`src/rtl/pipe_ctrl_unit.sv`:
```
// RV32IM decode into a registered ID/EX control bundle, with stall/flush handling
// and a down-counting sequencer that holds the stage while an M-extension op completes.
module pipe_ctrl_unit #(
  parameter int MUL_CYCLES = 2,
  parameter int DIV_CYCLES = 8,
  parameter int CNT_W      = 4
) (
  input  logic        CLK,
  input  logic        RESET,
  input  logic [31:0] INSTR,
  input  logic        IN_VALID,
  input  logic        STALL_IN,
  input  logic        FLUSH,
  output logic        VALID_OUT,
  output logic        ILLEGAL,
  output logic        STALL_OUT,
  output logic [4:0]  ALU_OP,
  output logic [2:0]  MEM_READ,
  output logic [2:0]  MEM_WRITE,
  output logic [2:0]  IMMI_SEL,
  output logic [1:0]  MEM_TO_REG,
  output logic [1:0]  ALU_SOURCE,
  output logic        REG_WRITE,
  output logic        BRANCH,
  output logic        PC_SEL
);

  typedef struct packed {
    logic [4:0] alu_op;
    logic [2:0] mem_read;
    logic [2:0] mem_write;
    logic [2:0] immi_sel;
    logic [1:0] mem_to_reg;
    logic [1:0] alu_source;
    logic       reg_write;
    logic       branch;
    logic       pc_sel;
  } ctrl_t;

  typedef enum logic {S_IDLE, S_MD_RUN} state_t;

  localparam logic [6:0] OP_R      = 7'b0110011;
  localparam logic [6:0] OP_IMM    = 7'b0010011;
  localparam logic [6:0] OP_LOAD   = 7'b0000011;
  localparam logic [6:0] OP_STORE  = 7'b0100011;
  localparam logic [6:0] OP_BRANCH = 7'b1100011;
  localparam logic [6:0] OP_LUI    = 7'b0110111;
  localparam logic [6:0] OP_AUIPC  = 7'b0010111;
  localparam logic [6:0] OP_JAL    = 7'b1101111;
  localparam logic [6:0] OP_JALR   = 7'b1100111;

  // Counter preload is N-1: the load edge itself accounts for the first cycle.
  localparam logic [CNT_W-1:0] MUL_LD  = CNT_W'(MUL_CYCLES - 1);
  localparam logic [CNT_W-1:0] DIV_LD  = CNT_W'(DIV_CYCLES - 1);
  localparam logic [CNT_W-1:0] CNT_ONE = CNT_W'(1);

  logic [6:0] op;
  logic [2:0] fun3;
  logic [6:0] fun7;
  logic       unused_instr_bits;

  assign op                = INSTR[6:0];
  assign fun3              = INSTR[14:12];
  assign fun7              = INSTR[31:25];
  assign unused_instr_bits = ^{INSTR[24:15], INSTR[11:7]};

  ctrl_t dec;
  logic  dec_ill;
  logic  dec_mop;

  always_comb begin
    dec     = '0;
    dec_ill = 1'b0;
    dec_mop = 1'b0;
    case (op)
      OP_R: begin
        dec.reg_write = 1'b1;
        case (fun7)
          7'b0000000: dec.alu_op = {2'b00, fun3};
          7'b0100000: begin
            dec.alu_op = {2'b10, fun3};
            dec_ill    = (fun3 != 3'b000) && (fun3 != 3'b101);
          end
          7'b0000001: begin
            dec.alu_op = {2'b11, fun3};
            dec_mop    = 1'b1;
          end
          default: dec_ill = 1'b1;
        endcase
      end
      OP_IMM: begin
        dec.reg_write  = 1'b1;
        dec.immi_sel   = 3'b001;
        dec.alu_source = 2'b01;
        dec.alu_op     = {2'b00, fun3};
        // Only the shift-right encoding carries an arithmetic variant in FUN7.
        if (fun3 == 3'b001) begin
          dec_ill = (fun7 != 7'b0000000);
        end else if (fun3 == 3'b101) begin
          dec.alu_op = {fun7[5], 1'b0, fun3};
          dec_ill    = (fun7 != 7'b0000000) && (fun7 != 7'b0100000);
        end
      end
      OP_LOAD: begin
        dec.reg_write  = 1'b1;
        dec.immi_sel   = 3'b001;
        dec.alu_source = 2'b01;
        dec.mem_to_reg = 2'b01;
        case (fun3)
          3'b000:  dec.mem_read = 3'b001;
          3'b001:  dec.mem_read = 3'b010;
          3'b010:  dec.mem_read = 3'b011;
          3'b100:  dec.mem_read = 3'b100;
          3'b101:  dec.mem_read = 3'b101;
          default: dec_ill      = 1'b1;
        endcase
      end
      OP_STORE: begin
        dec.immi_sel   = 3'b010;
        dec.alu_source = 2'b01;
        case (fun3)
          3'b000:  dec.mem_write = 3'b001;
          3'b001:  dec.mem_write = 3'b010;
          3'b010:  dec.mem_write = 3'b011;
          default: dec_ill       = 1'b1;
        endcase
      end
      OP_BRANCH: begin
        dec.branch   = 1'b1;
        dec.immi_sel = 3'b100;
        dec.alu_op   = {2'b01, fun3};
        dec_ill      = (fun3 == 3'b010) || (fun3 == 3'b011);
      end
      OP_LUI: begin
        dec.reg_write  = 1'b1;
        dec.immi_sel   = 3'b011;
        dec.alu_source = 2'b01;
        dec.alu_op     = 5'b01010;
      end
      OP_AUIPC: begin
        dec.reg_write  = 1'b1;
        dec.immi_sel   = 3'b011;
        dec.alu_source = 2'b10;
      end
      OP_JAL: begin
        dec.reg_write  = 1'b1;
        dec.immi_sel   = 3'b101;
        dec.alu_source = 2'b10;
        dec.mem_to_reg = 2'b10;
        dec.pc_sel     = 1'b1;
      end
      OP_JALR: begin
        dec.reg_write  = 1'b1;
        dec.immi_sel   = 3'b001;
        dec.alu_source = 2'b01;
        dec.mem_to_reg = 2'b10;
        dec.pc_sel     = 1'b1;
        dec_ill        = (fun3 != 3'b000);
      end
      default: dec_ill = 1'b1;
    endcase
  end

  ctrl_t            bundle_d, bundle_q;
  logic             valid_d, valid_q;
  logic             illegal_d, illegal_q;
  state_t           state_d, state_q;
  logic [CNT_W-1:0] cnt_d, cnt_q;
  logic [CNT_W-1:0] md_ld;

  assign md_ld = fun3[2] ? DIV_LD : MUL_LD;

  always_comb begin
    bundle_d  = bundle_q;
    valid_d   = valid_q;
    illegal_d = illegal_q;
    state_d   = state_q;
    cnt_d     = cnt_q;
    if (FLUSH) begin
      bundle_d  = '0;
      valid_d   = 1'b0;
      illegal_d = 1'b0;
      state_d   = S_IDLE;
      cnt_d     = '0;
    end else if (state_q == S_MD_RUN) begin
      // Counts down regardless of STALL_IN; the bundle is held meanwhile.
      cnt_d = cnt_q - CNT_ONE;
      if (cnt_q == CNT_ONE) begin
        state_d = S_IDLE;
      end
    end else if (!STALL_IN) begin
      bundle_d  = (IN_VALID && !dec_ill) ? dec : '0;
      valid_d   = IN_VALID && !dec_ill;
      illegal_d = IN_VALID && dec_ill;
      if (IN_VALID && !dec_ill && dec_mop && (md_ld != '0)) begin
        state_d = S_MD_RUN;
        cnt_d   = md_ld;
      end
    end
  end

  always_ff @(posedge CLK or posedge RESET) begin
    if (RESET) begin
      bundle_q  <= '0;
      valid_q   <= 1'b0;
      illegal_q <= 1'b0;
      state_q   <= S_IDLE;
      cnt_q     <= '0;
    end else begin
      bundle_q  <= bundle_d;
      valid_q   <= valid_d;
      illegal_q <= illegal_d;
      state_q   <= state_d;
      cnt_q     <= cnt_d;
    end
  end

  assign VALID_OUT  = valid_q;
  assign ILLEGAL    = illegal_q;
  assign STALL_OUT  = (state_q == S_MD_RUN);
  assign ALU_OP     = bundle_q.alu_op;
  assign MEM_READ   = bundle_q.mem_read;
  assign MEM_WRITE  = bundle_q.mem_write;
  assign IMMI_SEL   = bundle_q.immi_sel;
  assign MEM_TO_REG = bundle_q.mem_to_reg;
  assign ALU_SOURCE = bundle_q.alu_source;
  assign REG_WRITE  = bundle_q.reg_write;
  assign BRANCH     = bundle_q.branch;
  assign PC_SEL     = bundle_q.pc_sel;

endmodule
```
`config.mk`:
```
export PLATFORM = sky130hd
export DESIGN_NAME = pipe_ctrl_unit
export DESIGN_NICKNAME = d
export VERILOG_FILES = /design/src/rtl/pipe_ctrl_unit.sv
export SDC_FILE = /design/constraint.sdc
export NUM_CORES = 1
export LEC_CHECK = 0
export ABC_CLOCK_PERIOD_IN_PS = 2350
export CORE_UTILIZATION = 35
export CTS_CLUSTER_DIAMETER = 200
export DETAILED_ROUTE_END_ITERATION = 8
export PLACE_DENSITY = 0.73
export SETUP_SLACK_MARGIN = 0.4
export SYNTH_ARGS = -nofsm -noshare
export SYNTH_HDL_FRONTEND = slang
export SYNTH_SLANG_ARGS = --single-unit
```
`constraint.sdc`:
```
create_clock -name CLK -period 2.35 [get_ports CLK]
set_clock_uncertainty 0.2 [all_clocks]
set_input_delay 0.47 -clock CLK [delete_from_list [all_inputs] [get_ports CLK]]
set_output_delay 0.47 -clock CLK [all_outputs]
set_load 0.02 [all_outputs]
```
==> summary.md <==
| Metric | Value |
|---|---|
| CP max stage delay | 0.52 ns |
| Critical-path top delay cell | or4b_4 |
| Worst skew pair latency | 0.28 ns |
| First-pass GRT wire length | 7270 um |
| Min-delay src | MEM_TO_REG[0] |
| Core area | 0.00475 sq mm |
| Crit path capture type | flop |
| Die H | 72.4 um |
| Required time of the critical path | 2.32 ns |
| Crit. Startpoint | INSTR[3] |
| Power Density | 383 mW/mm^2 |
| Share of layout cells above drive strength 1 | 0.357 |
| Worst min path class | flop to flop |
| Pre-antenna DRT Iters | 4 |
| Die Width | 72.4 um |
| Drt drc | 0 |
| Port buffer count | 44 |
| Setup violations, final | 0 |
| Synth top area share | 0.375 |
| Routability congestion estimate | 0.867 |
| Die ar. | 0.00524 sq mm |
| Worst vdd rail ir drop | 0.227 mV |
| DRT antenna net count | 0 |
| Final min period | 2.09 ns |
| Cell area after synthesis | 0.00173 sq mm |
| Area grow syn2layout | 54.8% |
| Half-perimeter wire length after placement | 3420 um |
| Max Root-Sink Buffers | 2 |
| CTS Root Cell | clkbuf_8 |
| Unrepaired setup endpoints after global routing | yes |
| Status | finished clean |
| Sink Count | 26 |
| Max Freq | 479 MHz |
| Fillers | 449 |
| Most numerous cell in the Yosys netlist | dfrtp_1 |
| Routed WL | 4710 um |
| Final hold viol count | 0 |
| Largest area contributor in the netlist | dfrtp_1 |
| Main synth FF type | dfrtp_1 |
| Synth cell types | 58 |
| Reg-to-reg critical path startpoint | STALL_OUT |
| Reg clk slew, reported paths | 0.09 ns |
| Post-synth net total | 228 |
| Number of synthesis warnings | 0 |
| DR vias | 1764 |
| WL/cell | 14.0 um |
| Largest fanout on the critical path | 7 |
| Mapped Cells | 189 |
| Max-cap violations | 0 |
| Initial antenna violation count | 0 |
| Static Leak | 1.28 nW |
| Final setup margin | 0.263 ns |
| Most frequent cells after synthesis | 26 x dfrtp_1, 23 x nand2_1, 15 x nor2_1, 10 x o21ai_2, 8 x nand3_1 |
| Vias in the first global route | 1582 |
| Gr ovfl total | 0 |
| Register Area | 651 sq um |
| Nets@finish | 309 |
| Effective utilization at floorplan | 0.365 |
| Worst path bufs/invs | 2 |
| Startpoint types | input port |
| Multi-input gate area | 0.00105 sq mm |
| Area contributors post-synth | dfrtp_1 38%, o21ai_2 5.1%, nand2_1 5.0%, nor2_1 3.2%, buf_6 2.6% |
| Vias per cell | 5.25 |
| CTS Buf Count | 3 |
| Setup TNS Final | 0 ns |
| Drt initial violations | 95 |
| Antenna cells | 0 |
| Post-place setup slack | -0.382 ns |
| Count of pins over their slew limit | 0 |
| Register area share after synthesis | 0.375 |
| CP cell instances | buf_6 > or2_4 > or4b_4 > a311o_1 > o311ai_4 > buf_4 > o21ai_2 |
| Overall Global Routing Usage | 0.177 |
| Dominant delay contributor by cell family on the critical path | simple AND/OR/NAND/NOR gates |
| Asr flop ratio synth | 1.00 |
| Number of synthesized flops with an enable pin | 0 |
| Yosys reg bits | 26 |
| TritonCTS clock tree | yes |
| Row cnt | 25 |
| Syn_area_per_cell | 9.18 sq um |
| Final Util | 0.565 |
| Htree depth | 1 |
| CP arrival | 2.06 ns |
| Kind of critical path | input port to flop |
| Io pins | 61 |
| Largest net degree at the start of global routing | 27 |
| Period utilisation layout | 0.888 |
stage by stage:
step / hold WS (ns) / instance area, sq um / power, mW / std cells
2_1_floorplan: 0.260 / 1740 / 0.557 / 189
3_3_place_gp: 0.263 / 2460 / 0.646 / 327
3_5_place_dp: 0.267 / 2460 / 0.649 / 327
4_1_cts: 0.288 / 2620 / 1.02 / 335
5_1_grt: 0.313 / 2690 / 1.06 / 336
6_report: 0.282 / 2690 / 1.03 / 336
cell type report:
cell class,count,share of cell area
Multi-Input combinational cell,141,0.392
Sequential cell,26,0.242
Inverter,6,0.00839
Tap cell,67,0.0312
Clock inverter,1,0.0112
Clock buffer,3,0.0154
Timing Repair Buffer,92,0.300
flip-flops by register name (all words and copies together) (netlist names):
signal / count
cnt_q: 4
REG_WRITE: 1
PC_SEL: 1
MEM_WRITE: 2
ILLEGAL: 1
MEM_READ: 3
ALU_SOURCE: 2
BRANCH: 1
MEM_TO_REG: 1
VALID_OUT: 1
STALL_OUT: 1
IMMI_SEL: 3
ALU_OP: 5
logic make-up (layout without fill, tap and decap cells):
group,after synthesis,in the layout,share of synthesized area
and+or+nand+nor,77,77,0.230
AOI/OAI and AO/OA,57,57,0.271
DFF,26,26,0.375
buffers and inverters,22,102,0.0873
xor gates and xnor gates,4,4,0.0202
adders and majority gates,2,2,0.0144
other,1,1,0.00216
final timing paths:
kind / endpoint / slack (ns) / depth (start not counted)
worst max-delay path: ALU_SOURCE[0] / 0.26 / 7
worst min-delay path: MEM_TO_REG[0] / 0.28 / 2
worst max register to register: IMMI_SEL[1] / 0.59 / 4
worst min register to register: MEM_TO_REG[0] / 0.28 / 2
max in group asynchronous: ALU_SOURCE[1] / 1.37 / 3
min in group asynchronous: MEM_TO_REG[0] / 0.33 / 3
power breakdown:
part           leakage (nW)  total [mW]  switching [mW]  internal [mW]
logic                 0.877       0.202           0.109         0.0935
clock network        0.0357       0.376           0.148          0.228
registers             0.363       0.449        0.000759          0.448
routing by layer:
metal  part of all wire  track usage  vias to the layer above  wire length [um]
li1                   -            -                      853                 -
met1               0.46        0.253                      831              2150
met2               0.48        0.280                       75              2260
met3              0.051       0.0167                        5               239
met4              0.013       0.0588                        0                63
met5                  0            0                        -                 0
cell usage in the layout (no fill, tap or decap), drive strengths merged, types with 2 or more instances in the layout:
master         count
ha                 2
buf               51
a32o               2
nand4              2
nand2b             4
dfrtp             26
nor4               3
o31ai              5
nor2              15
and3               2
inv                6
o22ai              2
nor2b              3
a22o               4
clkbuf            10
o21ai             17
xnor2              2
xor2               2
or4b               2
dlymetal6s2s      10
o21a               2
nand2             23
a21oi              7
clkdlybuf4s50     21
a2111oi            2
dlygate4sd2        3
a21o               2
a211o              2
nor3               5
o311ai             2
nand3              8
worst reg2reg max path, cell delays in order (launching register included):
cell	delay [ns]
dfrtp_1	0.41
buf_4	0.20
or3_1	0.44
a211o_1	0.31
o21ai_2	0.14
repair_timing:
| item | in CTS | in global routing |
|---|---|---|
| gates resized for setup | 37 | 38 |
| hold buffers | 0 | 0 |
| endpoints found under the hold margin | 0 | 0 |
| endpoints found under the setup margin | 22 | 32 |
| pin swaps | 17 | 13 |
| setup buffers | 4 | 1 |
Note: power is estimated with default switching activity, not from simulation.
